## src/rtl/cpu_types_pkg.sv

```systemverilog
// Shared CPU types: machine word, instruction cache frame layout and FSM states.
package cpu_types_pkg;

   typedef logic [31:0] word_t;

   localparam int unsigned ICACHE_SETS = 16;

   typedef enum logic {
      IDLE = 1'b0,
      FILL = 1'b1
   } icache_state_t;

   // Tag field is wide enough for any legal index width; unused upper bits stay zero.
   typedef struct packed {
      logic        valid;
      logic [29:0] tag;
      word_t       data;
   } icache_frame_t;

endpackage

```

## src/rtl/icache_ctrl.sv

```systemverilog
// Instruction cache controller: IDLE/FILL sequencing, miss address latch and
// hit/miss performance counters.
import cpu_types_pkg::*;

module icache_ctrl #(
   parameter int unsigned CNT_W = 32
) (
   input  logic             clk,
   input  logic             rst_n,
   input  logic             req,
   input  logic             halt,
   input  logic             lookup_hit,
   input  logic [29:0]      word_addr,
   input  logic             iwait,
   output logic             ihit,
   output logic             iren,
   output word_t            iaddr,
   output logic             fill_we,
   output word_t            miss_addr,
   output logic [CNT_W-1:0] hit_cnt,
   output logic [CNT_W-1:0] miss_cnt
);

   icache_state_t state, state_next;
   logic          go;
   logic          miss_start;

   always_comb begin
      state_next = state;
      go         = req & ~halt;
      ihit       = 1'b0;
      iren       = 1'b0;
      fill_we    = 1'b0;
      miss_start = 1'b0;
      case (state)
         IDLE: begin
            if (go) begin
               if (lookup_hit) begin
                  ihit = 1'b1;
               end else begin
                  miss_start = 1'b1;
                  state_next = FILL;
               end
            end
         end
         FILL: begin
            // The fill runs to completion even if the request drops or the address moves.
            iren = 1'b1;
            if (!iwait) begin
               fill_we    = 1'b1;
               state_next = IDLE;
            end
         end
         default: state_next = IDLE;
      endcase
   end

   assign iaddr = iren ? miss_addr : '0;

   always_ff @(posedge clk or negedge rst_n) begin
      if (!rst_n) begin
         state     <= IDLE;
         miss_addr <= '0;
         hit_cnt   <= '0;
         miss_cnt  <= '0;
      end else begin
         state <= state_next;
         if (miss_start) begin
            miss_addr <= {word_addr, 2'b00};
         end
         if (ihit && !halt) begin
            hit_cnt <= hit_cnt + CNT_W'(1);
         end
         if (miss_start && !halt) begin
            miss_cnt <= miss_cnt + CNT_W'(1);
         end
      end
   end

endmodule

```

## src/rtl/icache_direct.sv

```systemverilog
// Direct-mapped read-only instruction cache: frame array and hit compare, with
// single-word fills sequenced by icache_ctrl.
import cpu_types_pkg::*;

module icache_direct #(
   parameter int unsigned ISETS = ICACHE_SETS,
   parameter int unsigned CNT_W = 32
) (
   input  logic             CLK,
   input  logic             nRST,
   input  logic             imemREN,
   input  logic [31:0]      imemaddr,
   output logic             ihit,
   output logic [31:0]      imemload,
   output logic             iREN,
   output logic [31:0]      iaddr,
   input  logic             iwait,
   input  logic [31:0]      iload,
   input  logic             halt,
   output logic [CNT_W-1:0] hit_cnt,
   output logic [CNT_W-1:0] miss_cnt
);

   localparam int unsigned IDX_W = $clog2(ISETS);

   icache_frame_t    frames [ISETS];
   icache_frame_t    rd_frame;
   logic [IDX_W-1:0] rd_idx;
   logic [IDX_W-1:0] wr_idx;
   logic [29:0]      rd_tag;
   logic [29:0]      wr_tag;
   logic             lookup_hit;
   logic             fill_we;
   word_t            miss_addr;
   logic             unused_byte_offset;

   assign unused_byte_offset = ^imemaddr[1:0];

   assign rd_idx     = imemaddr[IDX_W+1:2];
   assign rd_tag     = 30'(imemaddr[31:IDX_W+2]);
   assign rd_frame   = frames[rd_idx];
   assign lookup_hit = rd_frame.valid && (rd_frame.tag == rd_tag);
   assign imemload   = ihit ? rd_frame.data : '0;

   assign wr_idx = miss_addr[IDX_W+1:2];
   assign wr_tag = 30'(miss_addr[31:IDX_W+2]);

   // Only valid bits are cleared on reset; tag and data are qualified by valid.
   always_ff @(posedge CLK or negedge nRST) begin
      if (!nRST) begin
         for (int unsigned i = 0; i < ISETS; i++) begin
            frames[i].valid <= 1'b0;
         end
      end else if (fill_we) begin
         frames[wr_idx] <= '{valid: 1'b1, tag: wr_tag, data: iload};
      end
   end

   icache_ctrl #(
      .CNT_W(CNT_W)
   ) u_ctrl (
      .clk        (CLK),
      .rst_n      (nRST),
      .req        (imemREN),
      .halt       (halt),
      .lookup_hit (lookup_hit),
      .word_addr  (imemaddr[31:2]),
      .iwait      (iwait),
      .ihit       (ihit),
      .iren       (iREN),
      .iaddr      (iaddr),
      .fill_we    (fill_we),
      .miss_addr  (miss_addr),
      .hit_cnt    (hit_cnt),
      .miss_cnt   (miss_cnt)
   );

endmodule

```

## config.mk

```make
export PLATFORM = sky130hd
export DESIGN_NAME = icache_direct
export DESIGN_NICKNAME = d
export VERILOG_FILES = /design/src/rtl/cpu_types_pkg.sv /design/src/rtl/icache_ctrl.sv /design/src/rtl/icache_direct.sv
export SDC_FILE = /design/constraint.sdc
export NUM_CORES = 1
export LEC_CHECK = 0
export ABC_AREA = 1
export CAP_MARGIN = 20
export CELL_PAD_IN_SITES_DETAIL_PLACEMENT = 0
export CELL_PAD_IN_SITES_GLOBAL_PLACEMENT = 1
export CORE_MARGIN = 4
export CORE_UTILIZATION = 49
export DETAILED_ROUTE_END_ITERATION = 10
export GPL_ROUTABILITY_DRIVEN = 0
export PLACE_DENSITY_LB_ADDON = 0.1
export RECOVER_POWER = 50
export SLEW_MARGIN = 10
export SYNTH_ARGS = -nofsm -noshare
export SYNTH_HDL_FRONTEND = slang
export SYNTH_SLANG_ARGS = --single-unit
```

## constraint.sdc

```tcl
create_clock -name CLK -period 5 [get_ports CLK]
set_input_delay 1 -clock CLK [delete_from_list [all_inputs] [get_ports CLK]]
set_output_delay 1 -clock CLK [all_outputs]
set_load 0.01 [all_outputs]
```

==> After elaboration in Yosys (flattened, before gate mapping) <==
Cells that the tools add are included.
Widths: inputs -> output; s select.
{ "classes": {"addsub": 2, "multipliers": 0, "div_mod_pow": 0, "n_lt_le_gt_ge": 3, "n_eq_ne": 1, "shifts": 0, "n_mux": 19, "bitwise_logic": 5, "n_reduce_logical": 6} }
{ "ops": {"columns": ["cell", "n"], "rows": [
  ["$bwmux 1008", 1],
  ["$bmux 63 s4", 1],
  ["$demux 63 s4", 1],
  ["$mux 63", 3],
  ["$add 32x1->32 const B", 2],
  ["$mux 32", 2],
  ["$eq 30x26->1", 1],
  ["$ge 5x5->1 const B", 2],
  ["$mux 1", 10],
  ["$not 4->5", 2],
  ["$lt 5x1->1 const B", 1],
  ["$logic_and 1x1->1", 4],
  ["$not 1->1", 2],
  ["$pmux 1 s2", 1],
  ["$reduce_and 2->1", 1],
  ["$and 1x1->1", 1],
  ["$logic_not 1->1", 1]
]} }
{ "totals": {"register_bits": 1103, "latchBits": 0, "ram_bits": 0, "rom_bits": 0, "in_bits": 69, "output_inout_bits": 130, "wordCells": 88, "mem_count": 0} }

==> Depth between registers and ports, before layout <==
Gate-level depths: netlist of run 1.
{ "logic_depth": {"depth_word": 10, "ltp_mapped": 21, "depth_no_buf": 18} }

==> Cells and area by module <==
A second synthesis of run 1 with hierarchy kept.
{ "hier_totals": {"hier_cells": 3802, "area_unflattened_um2": 43294.0} }
{ "by_module_without_submodules": {"columns": ["module", "instances", "cells_each", "area_each_um2", "seq_area_each_um2"], "rows": [
  ["icache_direct", 1, 3154, 38316.7, 28267.1],
  ["icache_ctrl", 1, 648, 4977.3, 2377.3]
]} }

==> Least setup slack after synthesis of run 1 <==
OpenSTA, ideal clock, no wires.
{ "synth_path": {"path_kind": "input to register", "startpoint": "input iwait", "endpoint": "register frames[1000] in the netlist's numbering, enable pin", "arrival_time_ps": 3963, "required_ps": 4526, "path_slack_ps": 562, "path_stages": 5, "cell_sequence": "inv_1 nand2_1 nor3_1 nand2_1 nor2_1"} }
{ "synth_between": {"elab_chain_cells": 3} }
{ "synth_lines": {"columns": ["item", "line", "rtl"], "rows": [
  ["start: declaration", "icache_direct.sv:17", "input logic iwait,"],
  ["$mux 1", "icache_ctrl.sv:49", "if (!iwait) begin"],
  ["$mux 1", "icache_ctrl.sv:35", "case (state)"],
  ["$reduce_and 2->1 (no source line)", null, null],
  ["end signal: indexed assignment", "icache_direct.sv:55", "frames[wr_idx] <= '{valid: 1'b1, tag: wr_tag, data: iload};"],
  ["end: declaration", "icache_direct.sv:26", "icache_frame_t frames [ISETS];"]
]} }
Every way passes these cells.
A chain may end at the register's enable or synchronous reset.

==> Worst setup path in the final report of run 1 <==
{ "layout_path": {"startpoint": "input imemaddr[2]", "endpoint": "output imemload[10]"} }
{ "layout_between": {"elab_chain_cells": 10} }
{ "layout_lines": {"columns": ["item", "line", "rtl"], "rows": [
  ["start: declaration", "icache_direct.sv:12", "input logic [31:0] imemaddr,"],
  ["$not 4->5 (not written as such) (*)", "icache_direct.sv:41", "assign rd_frame = frames[rd_idx];"],
  ["$bmux 63 s4 (*)", "icache_direct.sv:41", null],
  ["$mux 63 (not written as such) (*) (2 in series)", "icache_direct.sv:41", null],
  ["$eq 30x26->1", "icache_direct.sv:42", "assign lookup_hit = rd_frame.valid && (rd_frame.tag == rd_tag);"],
  ["$logic_and 1x1->1", "icache_direct.sv:42", null],
  ["$mux 1", "icache_ctrl.sv:38", "if (lookup_hit) begin"],
  ["$mux 1", "icache_ctrl.sv:37", "if (go) begin"],
  ["$mux 1", "icache_ctrl.sv:35", null],
  ["$mux 32 (*)", "icache_direct.sv:43", "assign imemload = ihit ? rd_frame.data : '0;"],
  ["end: declaration", "icache_direct.sv:14", "output logic [31:0] imemload,"]
]} }
Mark *: on every way between the ends. The rest lies on a longest branch, timed or not. The select of a mux whose other input is x is not followed.

==> flow_metrics.env, run 1 <==
export IMPL_status="complete, but fails checks"
export IMPL_violations="capacitance limit, slew limit, setup timing"
export IMPL_synth_edf_count=928
export IMPL_cts_tree="done"
export IMPL_clock_skew_ps=24.9
export IMPL_fin_util_pct=58.5
export IMPL_period_needed_ps=5030
export IMPL_initial_core_util_pct=49.6
export IMPL_period_share_pct=101
export IMPL_ctsHoldBuffers=0
export IMPL_synth_cell_type_count=36
export IMPL_cts_max_path_buffers=3
export IMPL_synth_xor_area_share_pct=0.616
export IMPL_synth_seq_cells=1039
export IMPL_die_area_um2=94700
export IMPL_overflow=0
export IMPL_worst_ep_required_time_ps=4000
export IMPL_rsz0062_at_grt="true"
export IMPL_setup_viol=4
export IMPL_m1WireLength_um=54000
export IMPL_path_clk_slew_ps=60
export IMPL_layout_setup_ws_ps=-26.8
export IMPL_cts_root_buf="clkbuf_16"
export IMPL_grtUsageTotal_pct=25.7
export IMPL_critical_path_max_fanout=29
export IMPL_synthTopCellsByCount="nand2_1, edfxtp_1, nand3_1"
export IMPL_slew_headroom_pct=-63.0
export IMPL_clk_latency_ps=690
export IMPL_drc=0
export IMPL_grt_pass1_wl_um=184000
export IMPL_ir_drop_v=0.000318
export IMPL_drive_gt1_share_pct=8.55
export IMPL_grt_pass1_vias=29000
export IMPL_cp_arrival_ps=4030
export IMPL_vias_per_cell=5.52
export IMPL_grt_max_degree=149
export IMPL_wl_per_cell_um=22.3
export IMPL_worst_pin_slew_ps=2450
export IMPL_area_growth_pct=17.9
export IMPL_slew_violations=66
export IMPL_synth_area_leader_cell="edfxtp_1"
export IMPL_ys_warnings_count=0
export IMPL_synthArstFlopShare_pct=10.7
export IMPL_syn_area_per_cell_um2=10.9
export IMPL_synth_area_mux_share_pct=0
export IMPL_wl_um=123000
export IMPL_end_kind="output port"
export IMPL_h_tree_depth=3
export IMPL_netlist_area_um2=44000
export IMPL_finalNetCount=4331
export IMPL_cts_sinks=1039
export IMPL_die_x_um=308
export IMPL_yosysMostFrequentCell="nand2_1"
export IMPL_holdWs_ps=451
export IMPL_hold_viol=0
export IMPL_row_count=109
export IMPL_core_um2=88800
export IMPL_synth_simple_area_share_pct=17.8
export IMPL_synth_yosys_seq_area_share_pct=69.6
export IMPL_drt_iter0_drc=2561
export IMPL_numCtsBuffers=108
export IMPL_hp_class="reg2reg"
export IMPL_p_leak_nw=20.2
export IMPL_dpl_hpwl_um=67900
export IMPL_syn_inst=4028
export IMPL_maxUsedRoutingLayer="met5"
export IMPL_clock_fmax_mhz=199
export IMPL_yosysTopAreaCellShare_pct=63.3
export IMPL_synth_adder_area_share_pct=0.0568
export IMPL_setup_worst_path_start_class="primary input"
export IMPL_power_w=0.0191
export IMPL_dr_wl_met3_um=7210
export IMPL_io_buffers=194
export IMPL_cts_setup_buffers=0
export IMPL_wl_met2_um=59000
export IMPL_drv_cap=2
export IMPL_top_level_ports=199
export IMPL_synth_flop_cell="edfxtp_1"
export IMPL_worstSetupPathType="in2out"
export IMPL_antenna_found_initial=9
export IMPL_synth_top_family_by_area="simple AND/OR/NAND/NOR gates"
export IMPL_vias=30500
export IMPL_synth_compound_area_share_pct=6.82
export IMPL_ys_top_cells_by_area="edfxtp_1, nand2_1, dfrtp_1"
export IMPL_p_per_area_nw_per_um2=367
export IMPL_ant_nets=0
export IMPL_die_h_um=308
export IMPL_first_pass_iters=6
layout by cell type, fill, tap and decap left out, types with 17 or more instances in the layout:
master and count:
a21oi_1 265, a221oi_1 121, buf_12 39, buf_4 112, clkbuf_1 26, clkbuf_16 112, clkdlybuf4s50_1 139, clkinv_1 23
clkinv_2 23, dfrtp_1 110, dlygate4sd3_1 33, edfxtp_1 928, inv_1 311, nand2_1 1247, nand3_1 403, nand4_1 24
nor2_1 145, nor2_4 17, nor3_1 23, o21ai_0 63, o21ai_1 20, xor2_1 21
cells by family after synthesis:
| group | count (synthesis) |
|---|---|
| buffers and inverters | 554 |
| other | 1 |
| adders and majority gates | 2 |
| AOI/OAI and AO/OA | 499 |
| xor gates and xnor gates | 31 |
| DFF | 1039 |
| and+or+nand+nor | 1902 |
timing repair:
item | 4_1_cts | 5_1_grt
pin swaps | 1 | 0
setup endpoints to repair | 32 | 27
gates cloned | 1 | 2
gates resized for setup | 21 | 20
metal layers:
layer | track usage [%] | up-vias
li1 | - | 14400
met1 | 36.7 | 14900
met2 | 42.0 | 955
met3 | 3.54 | 171
met4 | 7.04 | 6
met5 | 0 | -
report_power, final:
part	internal (W)	switching (W)	leakage, nW
logic	0.000461	0.000876	8.79
registers	0.00973	0.000242	9.78
clock network	0.00444	0.00332	1.66
worst max-delay path, cell delays in order:
cell	delay (ps)
buf_12	190
inv_16	110
bufbuf_16	320
nand2_1	60
nand3_1	60
nand3_1	130
nand2_1	60
nand2_1	60
nand2_1	120
a21oi_2	190
nand2_1	70
nor2_1	90
nand3_1	100
nor2_2	170
buf_12	140
nand2_2	60
buf_12	170
a21oi_1	170
buf_4	140
clkdlybuf4s50_1	530
final cells by class:
cell class                 count  area, um^2
antenna                        5        12.5
clock buffer                 138        2890
clock inverter                64         526
fill                        7358       36900
inverter                     320        1230
multi-input combinational   2436       11400
sequential                  1039       30600
tap                         1165        1460
timing repair buffer         355        3810
flip-flops by register name, indices dropped and copies added (netlist names):
name	flops
frames	944
u_ctrl.state	1
u_ctrl.hit_cnt	32
u_ctrl.miss_addr	30
u_ctrl.miss_cnt	32
final timing paths:
check                              from                  end  slack [ps]  cells past startpoint
max                         imemaddr[2]         imemload[10]         -30                     20
min                         frames[629]          frames[629]         450                      2
max reg2reg                u_ctrl.state  u_ctrl.miss_cnt[15]        2060                      8
min reg2reg                 frames[629]          frames[629]         450                      2
max in group asynchronous          nRST  u_ctrl.miss_cnt[10]         680                      3
min in group asynchronous          nRST   u_ctrl.hit_cnt[27]        1070                      1
per-stage QoR:
stage | std cells | setup WS (ps) | cell area, um^2 | TNS, ps
5_1_grt | 5519 | -146 | 51900 | -2460
2_1_floorplan | 4029 | 562 | 44000 | 0
3_5_place_dp | 5312 | -185 | 48300 | -2160
3_3_place_gp | 5312 | -189 | 48300 | -2220
6_report | 5522 | -26.8 | 51900 | -70.0
4_1_cts | 5515 | -1.39 | 51800 | -1.64
(Power assumes the default switching activity.)
==> inputs of run 2 (changes only) <==
SLEW_MARGIN = 20   (was 10)
==> results of run 2 <==
Final layout, timing and power as in run 1 (identical DEF).
